==> src/rtl/phoneme_sequencer.sv <==
// Walks a phoneme list in ROM, looks up each phoneme's byte range and hands it
// to the playback FSM, advancing on its terminal-address report.
//
// state    | meaning
// ---------+----------------------------------------------------------
// IDLE     | waiting for start
// FETCH    | list ROM read in flight for list_addr
// CHECK    | list_data valid; end code or latch phoneme into tbl_index
// LOOKUP   | address-table ROM read in flight
// LOAD     | new_phoneme raised; capture tbl_start/tbl_end this cycle
// WAIT_ACK | holding new_phoneme until playback reports phoneme_rec
// PLAY     | waiting for playback terminal_addr
// FINISH   | one-cycle done pulse
module phoneme_sequencer #(
    parameter int          LIST_AW  = 8,
    parameter logic [5:0]  END_CODE = 6'h3F
) (
    input  logic               clk_50,
    input  logic               reset_n,
    input  logic               start,
    input  logic               abort,
    input  logic [LIST_AW-1:0] list_base,
    output logic [LIST_AW-1:0] list_addr,
    input  logic [5:0]         list_data,
    output logic [5:0]         tbl_index,
    input  logic [23:0]        tbl_start,
    input  logic [23:0]        tbl_end,
    output logic [23:0]        start_address,
    output logic [23:0]        end_address,
    output logic               new_phoneme,
    input  logic [1:0]         last_addr,
    output logic               busy,
    output logic               done
);

    localparam logic [LIST_AW-1:0] ADDR_MAX = '1;

    typedef enum logic [2:0] {
        IDLE,
        FETCH,
        CHECK,
        LOOKUP,
        LOAD,
        WAIT_ACK,
        PLAY,
        FINISH
    } state_t;

    state_t state, state_nxt;

    logic ld_base;
    logic inc_addr;
    logic ld_idx;
    logic ld_rng;
    logic set_np;
    logic clr_np;

    wire phoneme_rec   = last_addr[1];
    wire terminal_addr = last_addr[0];

    always_ff @(posedge clk_50 or negedge reset_n) begin
        if (!reset_n) begin
            state <= IDLE;
        end else begin
            state <= state_nxt;
        end
    end

    always_comb begin
        state_nxt = state;
        ld_base   = 1'b0;
        inc_addr  = 1'b0;
        ld_idx    = 1'b0;
        ld_rng    = 1'b0;
        set_np    = 1'b0;
        clr_np    = 1'b0;
        // abort wins over everything, and also blocks a start arriving with it
        if (abort && state != IDLE) begin
            state_nxt = IDLE;
            clr_np    = 1'b1;
        end else begin
            case (state)
                IDLE: begin
                    if (start && !abort) begin
                        ld_base   = 1'b1;
                        state_nxt = FETCH;
                    end
                end
                FETCH: state_nxt = CHECK;
                CHECK: begin
                    if (list_data == END_CODE) begin
                        state_nxt = FINISH;
                    end else begin
                        ld_idx    = 1'b1;
                        state_nxt = LOOKUP;
                    end
                end
                LOOKUP: begin
                    set_np    = 1'b1;
                    state_nxt = LOAD;
                end
                LOAD: begin
                    ld_rng    = 1'b1;
                    state_nxt = WAIT_ACK;
                end
                // terminal_addr may still be high from the previous phoneme here
                WAIT_ACK: begin
                    if (phoneme_rec) begin
                        clr_np    = 1'b1;
                        state_nxt = PLAY;
                    end
                end
                PLAY: begin
                    if (terminal_addr) begin
                        if (list_addr == ADDR_MAX) begin
                            state_nxt = FINISH;
                        end else begin
                            inc_addr  = 1'b1;
                            state_nxt = FETCH;
                        end
                    end
                end
                FINISH:  state_nxt = IDLE;
                default: state_nxt = IDLE;
            endcase
        end
    end

    always_ff @(posedge clk_50 or negedge reset_n) begin
        if (!reset_n) begin
            list_addr     <= '0;
            tbl_index     <= '0;
            start_address <= '0;
            end_address   <= '0;
            new_phoneme   <= 1'b0;
        end else begin
            if (ld_base) begin
                list_addr <= list_base;
            end else if (inc_addr) begin
                list_addr <= list_addr + LIST_AW'(1);
            end
            if (ld_idx) begin
                tbl_index <= list_data;
            end
            if (ld_rng) begin
                start_address <= tbl_start;
                end_address   <= tbl_end;
            end
            if (clr_np) begin
                new_phoneme <= 1'b0;
            end else if (set_np) begin
                new_phoneme <= 1'b1;
            end
        end
    end

    assign busy = (state != IDLE);
    assign done = (state == FINISH);

endmodule

==> config.mk <==
export PLATFORM = sky130hd
export DESIGN_NAME = phoneme_sequencer
export DESIGN_NICKNAME = d
export VERILOG_FILES = /design/src/rtl/phoneme_sequencer.sv
export SDC_FILE = /design/constraint.sdc
export NUM_CORES = 1
export LEC_CHECK = 0
export ABC_AREA = 1
export CAP_MARGIN = 40
export CELL_PAD_IN_SITES_DETAIL_PLACEMENT = 1
export CELL_PAD_IN_SITES_GLOBAL_PLACEMENT = 2
export CORE_MARGIN = 5
export CORE_UTILIZATION = 27
export DETAILED_ROUTE_END_ITERATION = 10
export PLACE_DENSITY_LB_ADDON = 0.12
export SETUP_SLACK_MARGIN = 0.4
export SYNTH_ARGS = -nofsm -noshare
export SYNTH_HDL_FRONTEND = slang
export SYNTH_SLANG_ARGS = --single-unit
==> constraint.sdc <==
create_clock -name clk_50 -period 3 [get_ports clk_50]
set_input_delay 0.3 -clock clk_50 [delete_from_list [all_inputs] [get_ports clk_50]]
set_output_delay 0.3 -clock clk_50 [all_outputs]
set_load 0.02 [all_outputs]
==> results.md <==
- The run finished with clean final reports.
- The number of global-route vias before repair is between 2000 and 3000.
- The fraction of the cycle the final worst path needs is 66.7%.
- Data on the critical path arrives at its endpoint at 1.70 ns.
- The net count after synthesis is 338.
- The adder-cell area share of the yosys netlist is 0.414%.
- The violation count after the first detailed-route iteration is 63.
- The max-cap violation count is 0.
- From synthesis to final layout, the design area changed by 57.4%.
- After detailed routing, the total wire length is 8.88 mm.
- In the post-synthesis netlist, the biggest area contributors are dfrtp_1 (55%), mux2_2 (10%), mux2_4 (9.9%).
- In the layout the commonest cells are clkdlybuf4s50_1 (131), dfrtp_1 (66), nand2_1 (63), mux2_2 (28), nand3_1 (26).
- Setup violations remaining at the end of the flow were counted as 0.
- Clock-pin slew was measured on the worst setup and hold paths at 0.07 ns.
- Prior to clock tree synthesis, the placed netlist has a worst setup slack of 0.828 ns.
- The worst setup path is captured at a primary output.
- Counting the fill cells in the layout gives 1225.
- The post-synthesis simple-gate area fraction is ~17%.
- The worst-case IR drop observed on VDD is 0.258 mV.
- The maximum number of pins on one net before global-route repair is 34.
- The worst max-slew margin expressed relative to the limit is 45.2%.
- In this run the standard cell core region covers 10900 um2.
- 0 antenna diodes ended up in the layout.
- The power density of the placed cells is 807 nW/um2.
- The number of levels in the clock H-tree is 3.
- Of the cells placed in the final design, the portion with a size suffix greater than 1 is 20.5%.
- The total count of hold-check failures in the final report was 0.
- For this design the static power due to leakage is 2.30 nW.
- For the worst setup path, the data required time is between 2 and 3 ns.
- The number of antenna violations at the first check in global routing is 0.
- Dividing the detail-routed via count by the number of cells gives approximately 4.4.
- The total overflow left after global routing is 0.
- Post-CTS timing repair inserted 0 buffers for setup.
- TritonCTS built the clock tree.
- For this design, the CTS-stage hold fixing added 0 buffers.
- Yosys mapped the design onto 25 distinct sky130hd cell types.
- The count of nets left with antenna violations once routing finished came out at 0.
- For the final database, setup skew stands at approximately 0.012 ns.
- The dominant combinational cell family by area after synthesis is multiplexers.
- The path class of the tightest hold or removal check is input pin to asynchronous set/reset pin.
- The first-pass detailed-route iteration total is 4.
- In the routed design, unresolved DRC markers number 0.
- The width of the die is 116 um.
- The count of port buffers added during placement is approximately 130.
- The number of clock buffers added by TritonCTS is 9.
- The netlist area before placement is 3020 um2.
- The die area is 13400 um2.
- The count of yosys warnings during synthesis is 0.
- The first global-routing pass estimated 14.0 mm of wire.
- Setup repair after global routing left no endpoint under its margin.
- The synthesized netlist devotes 3.14% of its cell area to compound gates.
- The congestion estimate from routability-driven global placement came to 0.751.
- Clock latency on the worst-skew pair, taken at its later pin, is 0.34 ns.
- The overall die height is 116 um.
- The number of register bits inferred by synthesis is 66.
- The worst setup path is launched from a flop.
- The final worst-path setup slack is 0.998 ns.
- Post-CTS repair changed the size of 0 cells.
- Total power for the finished layout comes to 0.00384 W.
- The final-layout setup total negative slack is 0 ns.
- The detailed placer's ending HPWL is 6.80 mm.
- For this run, the top clock speed supported by timing is 0.499 GHz.
- Along the worst path, the maximum fanout reaches 4.
- The multiplexer area fraction after synthesis is 20.4%.
- The number of placement rows is 38.
- In the final design database the tool counted 479 nets.
- The total count of max-transition violations in the final report was 0.
- The routed via count is 2448.
- The largest buffer count on any clock path is 2.
- The average wire per standard cell is 16.0 um.
- After synthesis, the mean cell area works out to approximately 11 um2.
- For the pin with the worst max-slew slack, the measured transition is 0.822 ns.
- The boundary pin count is approximately 130.
- The total number of clock tree sinks is 66.
- The proportion of synthesized chip area in sequential cells is a little over half.
- Summed over all instances, the cell type with the most area after synthesis is dfrtp_1.
- The root buffer cell chosen for the clock tree is clkbuf_8.
- Leaving out fill and tap cells, the most frequent cell in the layout is clkdlybuf4s50_1.
- The post-route minimum period is between 2 and 2.5 ns.
- The aggregate global-route resource usage is around 13%.
- Once the floorplan was initialized, standard cells occupied 27.8% of the core.
- The area share of the largest cell type after synthesis is ~55%.
- The xor/xnor share of the synthesized area is less than 1%.
- Synthesis produced 269 cells.
- The worst setup path is of the flop to primary output kind.
==> sequential cells by signal (all words and copies together), names as in the netlist <==
register / count
end_address: 24
list_addr: 8
new_phoneme: 1
start_address: 24
state: 3
tbl_index: 6
==> final cells by class <==
| cell class | count | area, um2 | area share (%) |
|---|---|---|---|
| clock buffers | 10 | 138 | 2.89 |
| clock inverters | 6 | 113 | 2.37 |
| inverters | 19 | 71.3 | 1.50 |
| multi-input cells | 177 | 1240 | 26.2 |
| flip-flops and latches | 66 | 1650 | 34.7 |
| well taps | 140 | 175 | 3.68 |
| repair buffers | 137 | 1370 | 28.7 |
==> layer usage <==
metal / vias up / global-route usage (%) / part of all wire (%)
met5: - / 0 / 0
met4: 0 / 3.94 / 1.0
met3: 8 / 3.29 / 6.6
met2: 85 / 22.6 / 49
met1: 1182 / 17.2 / 43
li1: 1173 / - / -
==> per-stage QoR <==
| step | area [um2] | hold WS [ns] | instances | util (%) |
|---|---|---|---|---|
| after global routing | 4760 | 0.0980 | 555 | 43.7 |
| after floorplan | 3020 | 0.00441 | 269 | - |
| after CTS | 4760 | 0.0655 | 555 | 43.7 |
| final | 4760 | 0.0540 | 555 | 43.7 |
| after global placement | 4510 | 0.435 | 539 | 41.4 |
| after detailed placement | 4510 | 0.444 | 539 | 41.4 |
==> synth_stat cells (all sizes together) <==
cell     n
nor3     2
or2      2
buf      7
nand3   27
o21bai   2
mux2    48
inv     19
o211ai   1
nand2   65
a21oi    2
ha       1
nand4    3
nor2    14
dfrtp   66
o21ai    8
xnor2    2
==> worst max-delay path, cell delays in order, from the launching register on <==
cell	delay, ns
dfrtp_1	0.45
inv_1	0.12
nor3_1	0.18
clkdlybuf4s50_1	0.62
==> report_power, final <==
group / leakage [nW] / switching (W) / internal [W] / total [W]
registers: 0.897 / 0.000195 / 0.00115 / 0.00135
logic: 1.28 / 0.000737 / 0.000812 / 0.00155
clock network: 0.127 / 0.000363 / 0.000578 / 0.000942
==> path summary, 6_finish.rpt <==
check                             start           endpoint  slack [ns]  cells after the start
setup / recovery               state[1]               done         1.0                      3
hold / removal                  reset_n           state[1]        0.05                      1
setup reg to reg               state[2]  start_address[13]        1.15                      5
hold reg to reg            tbl_index[1]       tbl_index[1]        0.49                      2
max in group asynchronous       reset_n   start_address[3]        2.18                      2
min in group clk_50        tbl_index[1]       tbl_index[1]        0.49                      2
==> cells by family (layout without fill, tap and decap cells) <==
family | Yosys count | count (layout)
compound gates | 13 | 13
simple gates | 113 | 113
mux | 48 | 48
fa+ha+maj | 1 | 1
xor+xnor | 2 | 2
buf+inv | 26 | 172
flops | 66 | 66
No activity file was read; power rests on OpenSTA's default activity.
